### config.mk
export PLATFORM = sky130hd
export DESIGN_NAME = fifo_write_master
export DESIGN_NICKNAME = d
export VERILOG_FILES = /design/src/rtl/fifo_write_master.sv
export SDC_FILE = /design/constraint.sdc
export NUM_CORES = 1
export LEC_CHECK = 0
export CAP_MARGIN = 5
export CORE_MARGIN = 2
export CORE_UTILIZATION = 53
export CTS_CLUSTER_SIZE = 20
export DETAILED_ROUTE_END_ITERATION = 7
export HOLD_SLACK_MARGIN = 0.15
export PLACE_DENSITY = 0.85
export SETUP_SLACK_MARGIN = 0.05
export SYNTH_ARGS = -nofsm -noshare
export SYNTH_HDL_FRONTEND = slang
export SYNTH_SLANG_ARGS = --single-unit
### constraint.sdc
create_clock -name w_clk -period 5.8 [get_ports w_clk]
set_input_delay 0.58 -clock w_clk [delete_from_list [all_inputs] [get_ports w_clk]]
set_output_delay 0.58 -clock w_clk [all_outputs]
set_load 0.005 [all_outputs]
### src/rtl/fifo_write_master.sv
// fifo_write_master
//   Buffers upstream words in a 2-entry in-order skid buffer and writes them
//   into an asynchronous FIFO's write port. A word accepted on one edge is
//   presented on the FIFO write port in the next cycle. The FIFO's full flag
//   stalls writes, and flush discards whatever is still buffered. Statistics
//   counters track words pushed, packets pushed and words discarded.
//
// Ports
//   w_clk        write-domain clock, rising edge
//   resetn       synchronous active-low reset (takes priority over flush)
//   s_valid      upstream word valid
//   s_data       upstream word
//   s_last       upstream word ends a packet
//   s_ready      block can accept a word this cycle
//   flush        discard all buffered, unpushed words
//   fifo_full    async FIFO full flag (write domain)
//   fifo_w_en    FIFO write strobe
//   fifo_w_data  FIFO write data (head of buffer)
//   busy         buffer non-empty or flush in progress
//   word_count   words pushed (wrapping)
//   pkt_count    packets pushed, i.e. pushed words with last set (wrapping)
//   drop_count   words discarded by flush (wrapping)
module fifo_write_master #(
  parameter int DATA_WIDTH = 32,
  parameter int CNT_WIDTH  = 16
) (
  input  logic                  w_clk,
  input  logic                  resetn,
  input  logic                  s_valid,
  input  logic [DATA_WIDTH-1:0] s_data,
  input  logic                  s_last,
  output logic                  s_ready,
  input  logic                  flush,
  input  logic                  fifo_full,
  output logic                  fifo_w_en,
  output logic [DATA_WIDTH-1:0] fifo_w_data,
  output logic                  busy,
  output logic [CNT_WIDTH-1:0]  word_count,
  output logic [CNT_WIDTH-1:0]  pkt_count,
  output logic [CNT_WIDTH-1:0]  drop_count
);

  typedef enum logic [1:0] {
    IDLE  = 2'd0,
    RUN   = 2'd1,
    STALL = 2'd2,
    FLUSH = 2'd3
  } state_t;

  state_t               state_reg, state_next;
  logic [1:0]           cnt_reg, cnt_next;
  logic                 wr_ptr_reg, rd_ptr_reg;
  logic                 accept, pop;
  logic [DATA_WIDTH:0]  head_entry;
  logic                 head_last;
  logic [CNT_WIDTH-1:0] word_count_reg, pkt_count_reg, drop_count_reg;

  // Handshakes: both are blocked in the FLUSH cycle and in any cycle where
  // flush is asserted, so a flush never races with a push or a pop.
  assign s_ready   = (cnt_reg != 2'd2) && (state_reg != FLUSH) && !flush;
  assign fifo_w_en = (cnt_reg != 2'd0) && !fifo_full && (state_reg != FLUSH) && !flush;
  assign accept    = s_valid && s_ready;
  assign pop       = fifo_w_en;
  assign busy      = (cnt_reg != 2'd0) || (state_reg == FLUSH);

  // Buffer entries {last, data}. Kept as plain registers because the head
  // must be visible combinationally on fifo_w_data.
  generate
    for (genvar gi = 0; gi < 2; gi++) begin : g_entry
      logic [DATA_WIDTH:0] entry_reg;
      always_ff @(posedge w_clk) begin
        if (accept && (wr_ptr_reg == 1'(gi))) begin
          entry_reg <= {s_last, s_data};
        end
      end
    end
  endgenerate

  assign head_entry  = rd_ptr_reg ? g_entry[1].entry_reg : g_entry[0].entry_reg;
  assign head_last   = head_entry[DATA_WIDTH];
  assign fifo_w_data = head_entry[DATA_WIDTH-1:0];

  // Next occupancy and state. FLUSH lasts one cycle: nothing can be accepted
  // in it, so cnt_next is 0 and the general rule leads back to IDLE.
  always_comb begin
    cnt_next   = cnt_reg;
    state_next = state_reg;
    if (flush) begin
      cnt_next   = 2'd0;
      state_next = FLUSH;
    end else begin
      cnt_next = cnt_reg + {1'b0, accept} - {1'b0, pop};
      if (cnt_next == 2'd0) begin
        state_next = IDLE;
      end else if (fifo_full) begin
        state_next = STALL;
      end else begin
        state_next = RUN;
      end
    end
  end

  always_ff @(posedge w_clk) begin
    if (!resetn) begin
      state_reg      <= IDLE;
      cnt_reg        <= 2'd0;
      wr_ptr_reg     <= 1'b0;
      rd_ptr_reg     <= 1'b0;
      word_count_reg <= '0;
      pkt_count_reg  <= '0;
      drop_count_reg <= '0;
    end else begin
      state_reg <= state_next;
      cnt_reg   <= cnt_next;
      if (flush) begin
        wr_ptr_reg     <= 1'b0;
        rd_ptr_reg     <= 1'b0;
        drop_count_reg <= drop_count_reg + CNT_WIDTH'(cnt_reg);
      end else begin
        wr_ptr_reg <= wr_ptr_reg ^ accept;
        rd_ptr_reg <= rd_ptr_reg ^ pop;
      end
      word_count_reg <= word_count_reg + CNT_WIDTH'(pop);
      pkt_count_reg  <= pkt_count_reg + CNT_WIDTH'(pop && head_last);
    end
  end

  assign word_count = word_count_reg;
  assign pkt_count  = pkt_count_reg;
  assign drop_count = drop_count_reg;

endmodule
==> results by group, run 1 <==
Detailed routing
  • WL/cell: 16.8 um
  • WL final: 10,500 um
  • DRC Markers: 0
  • DR vias/cell: 5.42
  • Remaining antenna violation count: 0
  • DR iter-0 viols: 156
  • Vias after detailed routing: 3,388
  • Drt first pass iters: 4

Die
  • Die H: 99.3 um
  • Core area: 8760 um^2
  • Starting Density: 0.550
  • IO Pins: 121
  • Std cell rows: 34
  • Chip Width: 99.3 um
  • Die area: 9870 um^2

Min path
  • HP Start: word_count[13]$_SDFF_PN0_
  • Hold WC Path Type: register to register
  • Hold endpoint: word_count[13]$_SDFF_PN0_
  • Hold Path Depth: 2

Setup path
  • Worst Reg-to-Reg Cells: 7
  • Crit. End Element: output port
  • Cells along the critical path: clkdlybuf4s50_1 -> a21o_1 -> nor3_1 -> clkdlybuf4s50_1
  • CP bufs+invs: 2
  • R2R Path Start: cnt_reg[1]$_SDFF_PP0_
  • R2R setup slack: 3.40 ns
  • WP data required: 5.22 ns
  • Worst path top cell family by delay: buffers and inverters
  • Most frequent CP cell: clkdlybuf4s50_1
  • CP max FO: 10
  • Startpoint Class: input pin
  • Reg-to-Reg End: word_count[13]$_SDFF_PN0_
  • CP peak stage delay: 0.64 ns
  • Critical path's slowest cell: clkdlybuf4s50_1
  • Critical path type: input pin to output port
  • WP data arrival: 2.60 ns

STA
  • TNS Setup: 0 ns
  • Worst Hold Slack: 0.501 ns
  • Fin. max-slew vios: 0
  • Setup-failing EPs final: 0
  • RSZ-0062 raised after global routing: false
  • Peak Freq: 315 MHz
  • Final Hold Fails: 0
  • Slew margin rel.: 0.619
  • Period Utilization, post-route: 0.547
  • Worst-margin pin slew: 0.567 ns
  • Clk_skew: 0.00943 ns
  • Period minus WS final: 3.18 ns

Finish
  • Commonest cells after routing, fill and taps aside: clkdlybuf4s50_1 (120), edfxtp_1 (66), dfxtp_1 (54)
  • Max reg flops: 66
  • Area grow syn2layout: 40.0%
  • Leading cell type in the layout, fill and taps excluded: clkdlybuf4s50_1
  • Post-layout net count: 554
  • # diodes: 0
  • Ratio of cells with drive above 1 in the final layout: 0.132

Place
  • HPWL after detailed placement: 6840 um
  • GPL Wtd Cong: 0.834
  • Port bufs: 120

Global routing
  • Initial antenna violation count: 0
  • Largest net degree at the start of global routing: 45
  • GRT Residual Overflow: 0
  • First-pass GRT wire length: 16,900 um
  • Vias in the first global route: 3,435
  • Total Routing Usage GR: 0.220

CTS
  • Post-CTS setup repair buffer count: 0
  • CTS tree: built
  • Root Driver: clkbuf_8
  • Clock Latency Late Sink: 0.52 ns
  • H-tree depth: 4
  • Bufs on Longest Clock Path: 2
  • CTS hold repair buffers: 0
  • Clock Pin Slew Worst Setup and Hold Paths: 0.06 ns
  • CTS resizes: 0
  • Clock sinks: 120
  • CTS Buf Count: 17

Synthesis
  • Post-Syn Instances: 378
  • Asr flop ratio synth: 0
  • Post-synth net total: 428
  • Post-Syn Area: 4820 um^2
  • Yosys cell types: 36
  • Main synth FF type: edfxtp_1
  • Post-synthesis area per instance: 12.7 um^2
  • Post-synth EDFFs: 66
  • Sequential share of the synthesized area: 0.636
  • YS warnings: 0
  • Yosys reg bits: 120

Power
  • Sequential power share: 0.425
  • Switching share of power: 0.190
  • Clock share of power: 0.531
  • Sw Pwr: 0.411 mW
  • Worst IR Drop VDD: 0.222 mV
  • LEAKAGE: 2.40 nW
  • Combinational cell fraction of total power: 0.044
  • Power Density: 321 nW/um^2
  • P_int: 1.76 mW

Flow run
  • Maxcap violations: 0

Status
  • Outcome: complete, no violations
power by group through the flow:
stage | registers, mW | logic [mW] | clock network, mW
floorplan | 0.937 | 0.0330 | 0
global placement | 0.937 | 0.0925 | 0
detailed placement | 0.938 | 0.0952 | 0
CTS | 0.921 | 0.0967 | 1.16
global route | 0.922 | 0.103 | 1.20
finish | 0.921 | 0.0953 | 1.15
cell type report:
type,instances,area (um^2)
inverters,9,33.8
clock inverters,13,225
clock buffers,19,422
well taps,108,135
fillers,550,2020
multi-input cells,232,1640
repair buffers,124,1230
flip-flops and latches,120,3060
Yosys cell counts (all sizes together) (9+ instances only):
cell | count | area share
a21oi | 15 | 0.016
clkbuf | 10 | 0.0078
dfxtp | 54 | 0.22
edfxtp | 66 | 0.41
ha | 11 | 0.029
mux2 | 32 | 0.075
nand2 | 18 | 0.016
nand3 | 17 | 0.020
nand4 | 13 | 0.017
nor2 | 35 | 0.027
o21ai | 10 | 0.010
or3 | 9 | 0.012
xnor2 | 12 | 0.022
xor2 | 19 | 0.035
through the flow:
stage | std cells | power [mW] | utilization | setup WS (ns) | cell area (um^2)
after global routing | 625 | 2.23 | 0.770 | 2.51 | 6750
after floorplan | 378 | 0.970 | - | 3.25 | 4820
after detailed placement | 593 | 1.03 | 0.696 | 2.45 | 6100
final | 625 | 2.17 | 0.770 | 2.62 | 6750
after CTS | 625 | 2.18 | 0.770 | 2.61 | 6750
after global placement | 593 | 1.03 | 0.696 | 2.57 | 6100
per-layer routing:
metal | part of all wire | vias to the layer above | GRT usage
met2 | 0.49 | 115 | 0.353
met5 | 0 | - | 0
met3 | 0.076 | 12 | 0.0815
met1 | 0.42 | 1634 | 0.277
met4 | 0.012 | 0 | 0.0759
li1 | - | 1627 | -
worst register-to-register path, stage by stage, from the launching register on:
cell and delay [ns]:
dfxtp_1 0.44, nor2_1 0.12, nor3_1 0.46, ha_1 0.27
and2_1 0.25, nand3_1 0.18, or4_1 0.45, a21oi_1 0.16
how the worst max path moves through the flow:
stage | cells past startpoint | to | startpoint
floorplan | 9 | word_count[13]$_SDFF_PN0_ | flush
global placement | 8 | word_count[12]$_SDFF_PN0_ | flush
detailed placement | 8 | word_count[13]$_SDFF_PN0_ | flush
CTS | 4 | fifo_w_en | flush
global route | 4 | fifo_w_en | flush
finish | 4 | fifo_w_en | flush
cell families after synthesis:
family / Yosys count / share of synthesized area
AND/OR/NAND/NOR: 122 / 0.132
flip-flops: 120 / 0.636
multiplexers: 35 / 0.0810
AO/OA/AOI/OAI: 32 / 0.0369
XOR/XNOR: 31 / 0.0564
buffers and inverters: 26 / 0.0247
adder cells (fa/ha/maj): 12 / 0.0327
Power figures use the tool's default switching activity.
==> inputs of run 2 (changes only) <==
--- a/config.mk
+++ b/config.mk
@@ -7,11 +7,11 @@
 export LEC_CHECK = 0
 export CAP_MARGIN = 5
 export CORE_MARGIN = 2
-export CORE_UTILIZATION = 53
+export CORE_UTILIZATION = 49
 export CTS_CLUSTER_SIZE = 20
 export DETAILED_ROUTE_END_ITERATION = 7
 export HOLD_SLACK_MARGIN = 0.15
-export PLACE_DENSITY = 0.85
+export PLACE_DENSITY = 0.8
 export SETUP_SLACK_MARGIN = 0.05
 export SYNTH_ARGS = -nofsm -noshare
 export SYNTH_HDL_FRONTEND = slang
==> constraint.sdc (replaced) <==
create_clock -name w_clk -period 3.1 [get_ports w_clk]
set_input_delay 0.31 -clock w_clk [delete_from_list [all_inputs] [get_ports w_clk]]
set_output_delay 0.31 -clock w_clk [all_outputs]
set_load 0.005 [all_outputs]
==> run 2 against run 1 <==
Net effect: utilization shrank 7.3 points; critical path depth shrank 1; clock skew grew 0.0016 ns; critical endpoint is now fifo_w_data[29].
==> results by group, run 2 (synthesis gave the netlist of run 1 again) <==
CTS
  • Clock Pin Slew Worst Setup and Hold Paths: 0.06 ns
  • Clock sinks: 120
  • H-tree depth: 4
  • CTS hold repair buffers: 0
  • CTS Buf Count: 17
  • Post-CTS setup repair buffer count: 0
  • Root Driver: clkbuf_8
  • CTS resizes: 0
  • CTS tree: built
  • Clock Latency Late Sink: 0.49 ns
  • Bufs on Longest Clock Path: 2

Min path
  • Hold WC Path Type: input pin to register

Global routing
  • Grt met1 use: 0.238
  • Global routing's busiest layer: met2
  • Largest net degree at the start of global routing: 44
  • GR Util met2: 0.327
  • Vias in the first global route: 3,292
  • Met3 Use GR: 0.0651
  • GRT Residual Overflow: 0
  • Total Routing Usage GR: 0.193
  • Initial antenna violation count: 0
  • First-pass GRT wire length: 15,700 um

Power
  • LEAKAGE: 2.38 nW
  • Sequential power share: 0.455
  • Switching share of power: 0.198
  • Sw Pwr: 0.751 mW
  • Power Density: 563 nW/um^2
  • Total power draw: 3.79 mW
  • Combinational cell fraction of total power: 0.047
  • P_int: 3.03 mW
  • Worst IR Drop VDD: 0.391 mV
  • Clock share of power: 0.498

STA
  • TNS Setup: 0 ns
  • Final Hold Fails: 0
  • RSZ-0062 raised after global routing: false
  • Fin. max-slew vios: 0
  • Period minus WS final: 2.43 ns
  • Period Utilization, post-route: 0.785
  • Slew margin rel.: 0.701
  • Clk_skew: 0.0111 ns
  • Peak Freq: 411 MHz
  • Worst Hold Slack: 0.403 ns
  • Setup-failing EPs final: 0
  • Worst-margin pin slew: 0.447 ns

Die
  • Die area: 10,600 um^2
  • Starting Density: 0.500
  • Chip Width: 103 um
  • Core area: 9640 um^2
  • Std cell rows: 36
  • IO Pins: 121
  • Die H: 103 um

Finish
  • Post-layout net count: 556
  • # diodes: 0
  • Util after Layout: 0.697
  • Commonest cells after routing, fill and taps aside: clkdlybuf4s50_1 (120), edfxtp_1 (66), dfxtp_1 (54)
  • Max reg flops: 66
  • Leading cell type in the layout, fill and taps excluded: clkdlybuf4s50_1
  • Area grow syn2layout: 39.5%
  • Ratio of cells with drive above 1 in the final layout: 0.137

Detailed routing
  • Vias after detailed routing: 3,414
  • Drt first pass iters: 4
  • WL/cell: 15.9 um
  • DRC Markers: 0
  • Remaining antenna violation count: 0
  • DR vias/cell: 5.24
  • DR iter-0 viols: 131
  • WL final: 10,400 um

Setup path
  • Startpoint Class: register
  • Crit. End Element: output port
  • CP max FO: 33
  • WP data required: 2.79 ns
  • WP data arrival: 2.12 ns
  • Critical path type: register to output port

Place
  • HPWL after detailed placement: 7020 um
  • Port bufs: 120
  • GPL Wtd Cong: 0.816

Flow run
  • Maxcap violations: 0

Status
  • Outcome: complete, no violations
## run 2: metal layers
layer	vias to the layer above	wire length, um
met3	10	619
met1	1669	4550
met4	0	73
li1	1626	-
met2	109	5140
met5	-	0
## run 2: cell type report
type | count | area, um^2
Timing Repair Buffer | 126 | 1250
Sequential cell | 120 | 3060
Fill cell | 735 | 2920
Clock inverter | 13 | 156
Tap cell | 133 | 166
Clock buffer | 18 | 418
Inverter | 9 | 33.8
Multi-Input combinational cell | 232 | 1640
## run 2: power groups by stage
stage / Sequential [mW] / Combinational [mW] / Clock (mW)
finish: 1.72 / 0.180 / 1.88
global route: 1.72 / 0.194 / 1.98
CTS: 1.72 / 0.182 / 1.91
detailed placement: 1.76 / 0.180 / 0
global placement: 1.75 / 0.175 / 0
floorplan: 1.75 / 0.0618 / 0
## run 2: critical path, cell delays in order (launching register included)
cell	delay, ns
dfxtp_1	0.34
buf_4	0.41
mux2_2	0.41
clkdlybuf4s50_1	0.47
## run 2: final timing paths
check,start,endpoint,slack [ns],cells past startpoint
worst min register to register,word_count[13]$_SDFF_PN0_,word_count[13]$_SDFF_PN0_,0.49,2
worst max register to register,cnt_reg[1]$_SDFF_PP0_,pkt_count[14]$_SDFF_PN0_,0.76,7
worst min-delay path,s_data[11],g_entry[0].entry_reg[11]$_DFFE_PP_,0.40,1
worst max-delay path,rd_ptr_reg$_SDFF_PP0_,fifo_w_data[29],0.67,3
## run 2: metrics by stage
stage	area, um^2	cells	setup WS [ns]
final	6720	651	0.667
after global routing	6720	651	0.529
after CTS	6720	651	0.631
after detailed placement	6140	620	0.386
after global placement	6140	620	0.447
after floorplan	4820	378	0.822
==> inputs of run 3 (changes only) <==
--- a/config.mk
+++ b/config.mk
@@ -7,11 +7,11 @@
 export LEC_CHECK = 0
 export CAP_MARGIN = 5
 export CORE_MARGIN = 2
-export CORE_UTILIZATION = 49
+export CORE_UTILIZATION = 44
 export CTS_CLUSTER_SIZE = 20
 export DETAILED_ROUTE_END_ITERATION = 7
 export HOLD_SLACK_MARGIN = 0.15
-export PLACE_DENSITY = 0.8
+export PLACE_DENSITY = 0.76
 export SETUP_SLACK_MARGIN = 0.05
 export SYNTH_ARGS = -nofsm -noshare
 export SYNTH_HDL_FRONTEND = slang
==> constraint.sdc (replaced) <==
create_clock -name w_clk -period 2.05 [get_ports w_clk]
set_input_delay 0.205 -clock w_clk [delete_from_list [all_inputs] [get_ports w_clk]]
set_output_delay 0.205 -clock w_clk [all_outputs]
set_load 0.005 [all_outputs]
==> run 3 against run 2 <==
Net effect: the run now ends with negative setup slack left; clock power increased by 56%; worst setup slack worse by 0.67 ns; non-clock buffer count is 33 higher; critical endpoint is now pkt_count[14]$_SDFF_PN0_; critical path type is now register to register; power up 54%; hold slack worse by 0.13 ns.
==> results by group, run 3 (synthesis gave the netlist of run 1 again) <==
STA
  • Slew margin rel.: 0.675
  • Period Utilization, post-route: 1.00
  • Clk_skew: 0.00796 ns
  • Worst Hold Slack: 0.276 ns
  • Fin. max-slew vios: 0
  • Peak Freq: 487 MHz
  • TNS Setup: -0.00218 ns
  • Final Hold Fails: 0
  • Period minus WS final: 2.05 ns
  • Worst-margin pin slew: 0.488 ns
  • RSZ-0062 raised after global routing: true
  • Final worst setup slack: -0.00218 ns
  • Setup-failing EPs final: 1

Global routing
  • Vias in the first global route: 3,489
  • GRT Residual Overflow: 0
  • Largest net degree at the start of global routing: 44
  • Initial antenna violation count: 0
  • Grt met1 use: 0.230
  • Global routing's busiest layer: met2
  • First-pass GRT wire length: 17,100 um
  • Total Routing Usage GR: 0.191
  • GR Util met2: 0.324
  • Met3 Use GR: 0.0568

Setup path
  • Critical path's slowest cell: or4_4
  • WP data arrival: 2.49 ns
  • Most frequent CP cell: ha_4
  • Critical path type: register to register
  • CP peak stage delay: 0.51 ns
  • Crit. End Element: register
  • Cells along the critical path: mux2i_2 -> nor4_2 -> buf_4 -> ha_4 -> ha_4 -> nand2_4 -> or4_4 -> a21oi_2
  • CP max FO: 4
  • Startpoint Class: register
  • WP data required: 2.49 ns

CTS
  • CTS tree: built
  • H-tree depth: 4
  • Clock Pin Slew Worst Setup and Hold Paths: 0.06 ns
  • Clock sinks: 120
  • Clock Latency Late Sink: 0.52 ns
  • CTS Buf Count: 17
  • Root Driver: clkbuf_8
  • Bufs on Longest Clock Path: 2

Status
  • Outcome: finished with violations
  • Failing checks: negative setup slack

Flow run
  • Maxcap violations: 0

Finish
  • Layout Cells excl Fill: 692
  • Post-layout net count: 589
  • Commonest cells after routing, fill and taps aside: clkdlybuf4s50_1 (86), edfxtp_1 (66), dfxtp_1 (51)
  • # diodes: 0
  • Max reg flops: 66
  • Ratio of cells with drive above 1 in the final layout: 0.279
  • Leading cell type in the layout, fill and taps excluded: clkdlybuf4s50_1
  • Area grow syn2layout: 54.3%
  • Fin area: 7430 um^2
  • Util after Layout: 0.692

Detailed routing
  • DR iter-0 viols: 76
  • Remaining antenna violation count: 0
  • DR vias/cell: 5.16
  • WL final: 11,600 um
  • Vias after detailed routing: 3,570
  • WL/cell: 16.8 um
  • Drt first pass iters: 4
  • DRC Markers: 0

Die
  • Std cell rows: 38
  • Die area: 11,800 um^2
  • Chip Width: 109 um
  • Die H: 109 um
  • Starting Density: 0.448
  • Core area: 10,700 um^2
  • IO Pins: 121

Place
  • Port bufs: 120
  • Place WS: -0.372 ns
  • Placement Cell Area: 6330 um^2
  • Placed cells: 646
  • GPL Wtd Cong: 0.838
  • HPWL after detailed placement: 6900 um

Power
  • Total power draw: 5.84 mW
  • Power Density: 786 nW/um^2
  • LEAKAGE: 2.74 nW
  • Worst IR Drop VDD: 0.454 mV

Min path
  • Hold WC Path Type: input pin to register
[run 3: cell types whose count changed in the layout (fill, tap and decap cells not counted), moves of 6 or more]
cell / previous run / this run
clkdlybuf4s50_1: 120 / 86
dlygate4sd2_1: 0 / 22
buf_4: 6 / 25
buf_6: 0 / 12
mux2_2: 32 / 22
mux2_4: 0 / 10
clkdlybuf4s15_1: 0 / 7
ha_1: 11 / 4
ha_4: 0 / 7
a21oi_1: 15 / 9
[run 3: layout make-up]
type                       instances  area (um^2)
timing repair buffer             159         1590
tap                              140          175
inverter                           9         33.8
sequential                       120         3070
clock buffer                      17          414
fill                             792         3310
clock inverter                    15          178
multi-input combinational        232         1970
[run 3: per-layer routing]
layer | part of all wire | up-vias
met5 | 0 | -
met4 | 0.014 | 0
met3 | 0.062 | 16
met2 | 0.49 | 118
met1 | 0.43 | 1738
li1 | - | 1698
[run 3: worst paths after layout]
check / endpoint / startpoint / depth (start not counted) / slack, ns
max reg2reg: pkt_count[14]$_SDFF_PN0_ / rd_ptr_reg$_SDFF_PP0_ / 8 / -0.002
min: g_entry[1].entry_reg[26]$_DFFE_PP_ / s_data[26] / 1 / 0.28
max: pkt_count[14]$_SDFF_PN0_ / rd_ptr_reg$_SDFF_PP0_ / 8 / -0.002
min reg2reg: drop_count[11]$_SDFFE_PN0P_ / drop_count[11]$_SDFFE_PN0P_ / 2 / 0.50
[run 3: power breakdown]
part           leakage (nW)  switching, mW  internal, mW
Clock                 0.288           1.08          1.85
Sequential             1.04         0.0156          2.59
Combinational          1.41          0.126         0.177
[run 3: repair_timing]
item | in CTS | in global routing
pin swaps | 9 | 17
resized for setup | 78 | 63
setup endpoints to repair | 40 | 28
setup buffers | 8 | 4
hold buffers | 0 | 0
gates cloned | 2 | 0
[run 3: critical path, delay by kind of cell (launching register included)]
kind,cells,cell delay [ns]
AOI/OAI and AO/OA,1,0.15
buffers and inverters,1,0.17
and+or+nand+nor,3,0.84
adders and majority gates,2,0.29
DFF,1,0.37
muxes,1,0.17
